<file path="src/rtl/ps2_rx_fifo_if.sv">
// PS/2 receiver event stream.
// Head-of-FIFO data with valid/ready handshake.
interface ps2_rx_fifo_if;
  logic [10:0] m_data;
  logic        m_valid;
  logic        m_ready;

  modport master (
    output m_data,
    output m_valid,
    input  m_ready
  );

  modport slave (
    input  m_data,
    input  m_valid,
    output m_ready
  );
endinterface

</file>
<file path="src/rtl/ps2_rx_fifo.sv">
// PS/2 keyboard receiver: sync, filter, frame decode,
// E0/F0 prefix folding and an event FIFO.
module ps2_rx_fifo #(
  parameter int FILTER_LEN  = 4,
  parameter int FIFO_DEPTH  = 8,
  parameter int TIMEOUT_CYC = 50000,
  parameter int CNT_W       = 4
) (
  input  logic             clk,
  input  logic             rst,
  input  logic             kbclk,
  input  logic             in,
  ps2_rx_fifo_if.master    m,
  output logic [CNT_W-1:0] fifo_level,
  output logic             overflow,
  input  logic             ovf_clr,
  output logic             frame_err
);

  localparam int FW = $clog2(FILTER_LEN + 1);
  localparam int TW = $clog2(TIMEOUT_CYC);
  localparam int AW = $clog2(FIFO_DEPTH);

  typedef enum logic [1:0] {
    IDLE,
    DATA,
    PARITY,
    STOP
  } st_t;

  logic [1:0]    kb_sy_q, dt_sy_q;
  logic          kb_f_q, kb_f_d;
  logic          dt_f_q, dt_f_d;
  logic [FW-1:0] kb_n_q, kb_n_d;
  logic [FW-1:0] dt_n_q, dt_n_d;
  logic          fall_q, fall_d;

  st_t           st_q;
  logic [2:0]    bit_cnt_q;
  logic [7:0]    sh_q;
  logic          perr_q, serr_q;
  logic          byte_done_q;
  logic          frame_err_q;
  logic [TW-1:0] to_q;

  logic          ext_q, ext_d;
  logic          brk_q, brk_d;
  logic          push;
  logic [10:0]   push_data;

  logic [10:0]   mem_q [FIFO_DEPTH];
  logic [AW-1:0] hd_q, hd_d;
  logic [AW-1:0] tl_q, tl_d;
  logic [CNT_W-1:0] lvl_q, lvl_d;
  logic          ovf_q, ovf_d;
  logic          pop, full, wr;

  // Saturating filters: a level flips only after a full run of
  // FILTER_LEN consecutive samples that disagree with it.
  always_comb begin
    kb_f_d = kb_f_q;
    kb_n_d = '0;
    if (kb_sy_q[1] != kb_f_q) begin
      if (kb_n_q == FW'(FILTER_LEN - 1)) kb_f_d = ~kb_f_q;
      else kb_n_d = kb_n_q + FW'(1);
    end
    dt_f_d = dt_f_q;
    dt_n_d = '0;
    if (dt_sy_q[1] != dt_f_q) begin
      if (dt_n_q == FW'(FILTER_LEN - 1)) dt_f_d = ~dt_f_q;
      else dt_n_d = dt_n_q + FW'(1);
    end
    fall_d = kb_f_q & ~kb_f_d;
  end

  // Synchronisers and filter state; bus idles high.
  always_ff @(posedge clk) begin
    if (rst) begin
      kb_sy_q <= 2'b11;
      dt_sy_q <= 2'b11;
      kb_f_q  <= 1'b1;
      dt_f_q  <= 1'b1;
      kb_n_q  <= '0;
      dt_n_q  <= '0;
      fall_q  <= 1'b0;
    end else begin
      kb_sy_q <= {kb_sy_q[0], kbclk};
      dt_sy_q <= {dt_sy_q[0], in};
      kb_f_q  <= kb_f_d;
      dt_f_q  <= dt_f_d;
      kb_n_q  <= kb_n_d;
      dt_n_q  <= dt_n_d;
      fall_q  <= fall_d;
    end
  end

  // Frame FSM with watchdog; advances only on filtered kbclk falls.
  always_ff @(posedge clk) begin
    if (rst) begin
      st_q        <= IDLE;
      bit_cnt_q   <= '0;
      sh_q        <= '0;
      perr_q      <= 1'b0;
      serr_q      <= 1'b0;
      byte_done_q <= 1'b0;
      frame_err_q <= 1'b0;
      to_q        <= '0;
    end else begin
      byte_done_q <= 1'b0;
      frame_err_q <= 1'b0;
      if (st_q != IDLE && to_q == TW'(TIMEOUT_CYC - 1)) begin
        st_q        <= IDLE;
        frame_err_q <= 1'b1;
        to_q        <= '0;
      end else begin
        if (fall_q || st_q == IDLE) to_q <= '0;
        else to_q <= to_q + TW'(1);
        if (fall_q) begin
          unique case (st_q)
            IDLE: begin
              if (!dt_f_q) begin
                st_q      <= DATA;
                bit_cnt_q <= '0;
              end
            end
            DATA: begin
              sh_q      <= {dt_f_q, sh_q[7:1]};
              bit_cnt_q <= bit_cnt_q + 3'd1;
              if (bit_cnt_q == 3'd7) st_q <= PARITY;
            end
            PARITY: begin
              perr_q <= ~(^{sh_q, dt_f_q});
              st_q   <= STOP;
            end
            STOP: begin
              serr_q      <= ~dt_f_q;
              byte_done_q <= 1'b1;
              st_q        <= IDLE;
            end
          endcase
        end
      end
    end
  end

  // Fold E0/F0 prefixes into the next event; bad frames flush them.
  always_comb begin
    ext_d     = ext_q;
    brk_d     = brk_q;
    push      = 1'b0;
    push_data = '0;
    if (byte_done_q) begin
      unique case (1'b1)
        (perr_q | serr_q): begin
          push      = 1'b1;
          push_data = {1'b1, brk_q, ext_q, sh_q};
          ext_d     = 1'b0;
          brk_d     = 1'b0;
        end
        (sh_q == 8'hE0): ext_d = 1'b1;
        (sh_q == 8'hF0): brk_d = 1'b1;
        default: begin
          push      = 1'b1;
          push_data = {1'b0, brk_q, ext_q, sh_q};
          ext_d     = 1'b0;
          brk_d     = 1'b0;
        end
      endcase
    end
  end

  // FIFO pointer/level update; a full FIFO still accepts on a pop.
  always_comb begin
    pop   = (lvl_q != '0) & m.m_ready;
    full  = (lvl_q == CNT_W'(FIFO_DEPTH));
    wr    = push & (~full | pop);
    hd_d  = pop ? hd_q + AW'(1) : hd_q;
    tl_d  = wr ? tl_q + AW'(1) : tl_q;
    lvl_d = lvl_q;
    if (wr && !pop) lvl_d = lvl_q + CNT_W'(1);
    else if (pop && !wr) lvl_d = lvl_q - CNT_W'(1);
    ovf_d = ovf_q;
    if (push && !wr) ovf_d = 1'b1;
    else if (ovf_clr) ovf_d = 1'b0;
  end

  // Prefix flags, FIFO control state and overflow flag.
  always_ff @(posedge clk) begin
    if (rst) begin
      ext_q <= 1'b0;
      brk_q <= 1'b0;
      hd_q  <= '0;
      tl_q  <= '0;
      lvl_q <= '0;
      ovf_q <= 1'b0;
    end else begin
      ext_q <= ext_d;
      brk_q <= brk_d;
      hd_q  <= hd_d;
      tl_q  <= tl_d;
      lvl_q <= lvl_d;
      ovf_q <= ovf_d;
    end
  end

  // Event storage; contents are don't-care until written.
  always_ff @(posedge clk) begin
    if (wr) mem_q[tl_q] <= push_data;
  end

  assign m.m_valid  = (lvl_q != '0);
  assign m.m_data   = m.m_valid ? mem_q[hd_q] : '0;
  assign fifo_level = lvl_q;
  assign overflow   = ovf_q;
  assign frame_err  = frame_err_q;

endmodule

</file>
<file path="src/flat_wrapper.sv">
// flat-port wrapper written by rule: the top's interface ports become plain ports
module ps2_rx_fifo_flat 
#(
  parameter int FILTER_LEN  = 4,
  parameter int FIFO_DEPTH  = 8,
  parameter int TIMEOUT_CYC = 50000,
  parameter int CNT_W       = 4
)
  (clk, rst, kbclk, in, fifo_level, overflow, ovf_clr, frame_err, m_m_data, m_m_valid, m_m_ready);
  ps2_rx_fifo_if m_i ();
  input  logic clk;
  input  logic rst;
  input  logic kbclk;
  input  logic in;
  output logic [CNT_W-1:0] fifo_level;
  output logic overflow;
  input  logic ovf_clr;
  output logic frame_err;
  output wire logic [$bits(m_i.m_data)-1:0] m_m_data;
  output wire logic [$bits(m_i.m_valid)-1:0] m_m_valid;
  input wire logic [$bits(m_i.m_ready)-1:0] m_m_ready;
  assign m_m_data = m_i.m_data;
  assign m_m_valid = m_i.m_valid;
  assign m_i.m_ready = m_m_ready;
  ps2_rx_fifo #(.FILTER_LEN(FILTER_LEN), .FIFO_DEPTH(FIFO_DEPTH), .TIMEOUT_CYC(TIMEOUT_CYC), .CNT_W(CNT_W)) u_core (.clk(clk), .rst(rst), .kbclk(kbclk), .in(in), .m(m_i), .fifo_level(fifo_level), .overflow(overflow), .ovf_clr(ovf_clr), .frame_err(frame_err));
endmodule
</file>
<file path="config.mk">
export PLATFORM = sky130hd
export DESIGN_NAME = ps2_rx_fifo_flat
export DESIGN_NICKNAME = d
export VERILOG_FILES = /design/src/rtl/ps2_rx_fifo_if.sv /design/src/rtl/ps2_rx_fifo.sv /design/src/flat_wrapper.sv
export SDC_FILE = /design/constraint.sdc
export NUM_CORES = 1
export LEC_CHECK = 0
export ABC_AREA = 1
export CAP_MARGIN = 20
export CORE_MARGIN = 1.5
export CORE_UTILIZATION = 50
export DETAILED_ROUTE_END_ITERATION = 10
export HOLD_SLACK_MARGIN = 0.08
export PLACE_DENSITY = 0.78
export SYNTH_ARGS = -nofsm -noshare
export SYNTH_HDL_FRONTEND = slang
export SYNTH_SLANG_ARGS = --single-unit
</file>
<file path="constraint.sdc">
create_clock -name clk -period 5.4 [get_ports clk]
set_input_delay 1.08 -clock clk [delete_from_list [all_inputs] [get_ports clk]]
set_output_delay 1.08 -clock clk [all_outputs]
set_load 0.005 [all_outputs]
</file>
==> metrics.md <==
| Metric | Value |
|---|---|
| Status | `completed` |
| Sequential element share of the synthesized area | `60.60%` |
| I/O pins | `24` |
| Worst vdd ir | `0.2620 mV` |
| Port bufs | `23` |
| Area growth from synthesis to layout | `15.37%` |
| R2r endpoint | `u_core.fifo_level[3]` |
| Leakage | `0.003011 uW` |
| CTS sink count | `150` |
| Switch Pwr | `963.3 uW` |
| Most frequent cells in the layout | `nor2_1, nand2_1, edfxtp_1, o21ai_0, dfxtp_1` |
| Critical Path End | `m_m_data[1]` |
| Average cell area after synthesis | `9.383 sq um` |
| Worst endpoint required time | `4.32 ns` |
| Number of DRC markers in iteration 0 | `398` |
| Chip Height | `116.2 microns` |
| Sw Ratio | `29.79%` |
| Ys Warns | `0` |
| Maxcap violations | `0` |
| Clk slew on worst S/H paths | `0.06 ns` |
| Netlist cell types | `34` |
| HPWL after DPL | `8862 microns` |
| Worst-path fanout max | `44` |
| Cts bufs inserted | `17` |
| Largest net degree at the start of global routing | `45` |
| Cts repair resizes | `0` |
| P_int | `2271 uW` |
| H-Tree Level Count | `4` |
| Fin. Hold Viols | `0` |
| Syn nets | `706` |
| CTS Hold Buffers Added | `0` |
| GPL Wtd Cong | `0.8188` |
| Root buf cell | `clkbuf_16` |
| Max-slew violations | `0` |
| Pwr dens | `437.4 nW/um^2` |
| Die extent in x | `116.2 microns` |
| WP data arrival | `2.84 ns` |
| Clock Power Share | `35.0%` |
| Die area | `13510 sq um` |
| GRT Total Usage | `20.88%` |
| Cell Area, Synth | `6409 sq um` |
| Reg2reg start | `u_core.fifo_level[0]` |
| Slew margin rel. | `28.13%` |
| R2R cell count | `15` |
| Per-cell routed wire length | `14.76 microns` |
| # nets final | `732` |
| Site Rows | `41` |
| #FFs+latches synth | `150` |
| Synth top area cells | `edfxtp_1, dfxtp_1, nor2_1` |
| Max clock buf depth | `2` |
| Via count | `4696` |
| Post-synth top area cell | `edfxtp_1` |
| Final ANT Viol Nets | `0` |
| Total routed wirelength | `13200 microns` |
| Drt pass-1 iters | `7` |
| Tmin final | `3.918 ns` |
| CTS tree | `yes` |
| Clock latency at the later pin of the worst-skew pair | `0.43 ns` |
| Util after Layout | `58.83%` |
| Startpoint Class | `flop` |
| Core region area | `12570 sq um` |
| HP Class | `flop to flop` |
| Achievable clock frequency | `0.2553 GHz` |
| Gr ovfl total | `0` |
| Number of diodes | `0` |
| Setup CP Type | `flop to primary output` |
| Most common cell after layout, fill and taps aside | `nor2_1` |
| # Post-CTS Setup Buffers | `0` |
| Number of global-route vias before repair | `4557` |
| Initial antenna violation count | `0` |
| Worst-Margin Slew | `1.074 ns` |
| Total negative slack | `0 ns` |
| Layout cells sized above 1 | `8.172%` |
| Yosys top cell area share | `41.23%` |
| Global-route wire length before repair | `21290 microns` |
| Tcrit/Tclk final | `72.55%` |
| Unrepaired setup endpoints after global routing | `false` |
| Vias per cell | `5.253` |
| Flop pwr share | `40.0%` |
| Remaining DRCs | `0` |
| Critical Path End Type | `primary output` |
| Setup slack, reg-to-reg | `2.64 ns` |
| Mapped Cells | `683` |
| Comb power frac | `25.0%` |
| Initial Util | `50.99%` |
| Setup violators final | `0` |
| Worst Skew | `0.01515 ns` |
[power by group through the flow]
| stage | Sequential (uW) | Clock, uW | Combinational (uW) |
|---|---|---|---|
| 2_1_floorplan | 1280 | 0 | 481 |
| 3_3_place_gp | 1310 | 0 | 777 |
| 3_5_place_dp | 1320 | 0 | 804 |
| 4_1_cts | 1290 | 1140 | 810 |
| 5_1_grt | 1300 | 1180 | 908 |
| 6_report | 1290 | 1130 | 808 |
[critical path, stage by stage, from the launching register on]
cell and delay (ns):
dfxtp_1 0.78, inv_2 0.47, o21ai_0 0.26, o21ai_0 0.11, o21ai_0 0.17, a31oi_1 0.10
clkdlybuf4s50_1 0.50
[synthesized netlist by cell type]
cell / number
nor2_1: 151
nand2_1: 100
edfxtp_1: 88
o21ai_0: 71
dfxtp_1: 62
inv_1: 59
a21oi_1: 25
ha_1: 16
nand3_1: 16
nor3_1: 13
clkbuf_1: 12
a31oi_1: 11
buf_2: 9
nor2_2: 6
or2_2: 6
o21ai_1: 5
xnor2_1: 5
xor2_1: 5
nand4_1: 4
inv_2: 3
nor3b_1: 3
buf_1: 1
buf_12: 1
buf_4: 1
fa_1: 1
nand2_2: 1
nand2_4: 1
nand3_2: 1
nand3b_1: 1
nor2_4: 1
nor3_2: 1
o211ai_1: 1
o21a_1: 1
o21bai_1: 1
[state kept, by name (all words and copies together), names as in the netlist, 2 cells and up, named ones only]
signal             count
u_core.tl_q            3
u_core.fifo_level      4
u_core.sh_q            8
u_core.hd_q            3
u_core.bit_cnt_q       3
u_core.dt_n_q          3
u_core.kb_sy_q         2
u_core.dt_sy_q         2
u_core.kb_n_q          3
u_core.st_q            2
u_core.to_q           16
u_core.mem_q          88
[kinds of logic (layout without fill, tap and decap cells)]
kind of cell | after synthesis | in the layout | share of synthesized area (%)
buffers and inverters | 86 | 125 | 5.525
flip-flops | 150 | 150 | 60.60
AO/OA/AOI/OAI | 115 | 115 | 9.313
adder cells (fa/ha/maj) | 17 | 17 | 3.436
XOR/XNOR | 10 | 10 | 1.367
AND/OR/NAND/NOR | 305 | 305 | 19.76
[layout make-up]
| cell class | count | area (sq um) |
|---|---|---|
| Tap cell | 172 | 215.2 |
| Clock inverter | 11 | 86.33 |
| Clock buffer | 21 | 491.7 |
| Sequential cell | 150 | 3884 |
| Fill cell | 1065 | 5175 |
| Timing Repair Buffer | 31 | 312.8 |
| Multi-Input combinational cell | 447 | 2171 |
| Inverter | 62 | 232.7 |
[worst min path at each step]
| stage | startpoint | end | slack (ns) | cells after the start |
|---|---|---|---|---|
| CTS | u_core.kb_sy_q[0] | u_core.kb_sy_q[1] | 0.43 | 1 |
| detailed placement | u_core.kb_sy_q[0] | u_core.kb_sy_q[1] | 0.40 | 1 |
| finish | u_core.kb_n_q[0] | u_core.kb_n_q[0] | 0.42 | 1 |
| global placement | u_core.dt_sy_q[0] | u_core.dt_sy_q[1] | 0.39 | 1 |
| floorplan | u_core.dt_sy_q[0] | u_core.dt_sy_q[1] | 0.39 | 1 |
| global route | u_core.kb_sy_q[0] | u_core.kb_sy_q[1] | 0.44 | 1 |
[metrics by stage]
| stage | hold slack [ns] | area (sq um) | setup slack [ns] | power, uW | instances |
|---|---|---|---|---|---|
| 2_1_floorplan | 0.3895 | 6409 | 2.792 | 1756 | 683 |
| 3_3_place_gp | 0.3927 | 6748 | 1.911 | 2091 | 856 |
| 3_5_place_dp | 0.4022 | 6815 | 1.811 | 2121 | 862 |
| 4_1_cts | 0.4280 | 7393 | 1.488 | 3245 | 894 |
| 5_1_grt | 0.4433 | 7393 | 1.198 | 3392 | 894 |
| 6_report | 0.4204 | 7393 | 1.482 | 3234 | 894 |
[routing by layer]
metal / up-vias / wire length (microns) / track usage, %
li1: 2320 / - / -
met1: 2207 / 5592 / 24.31
met2: 143 / 6602 / 36.71
met3: 26 / 736 / 5.086
met4: 0 / 267 / 9.187
met5: - / 0 / 0
(Power assumes the default switching activity.)
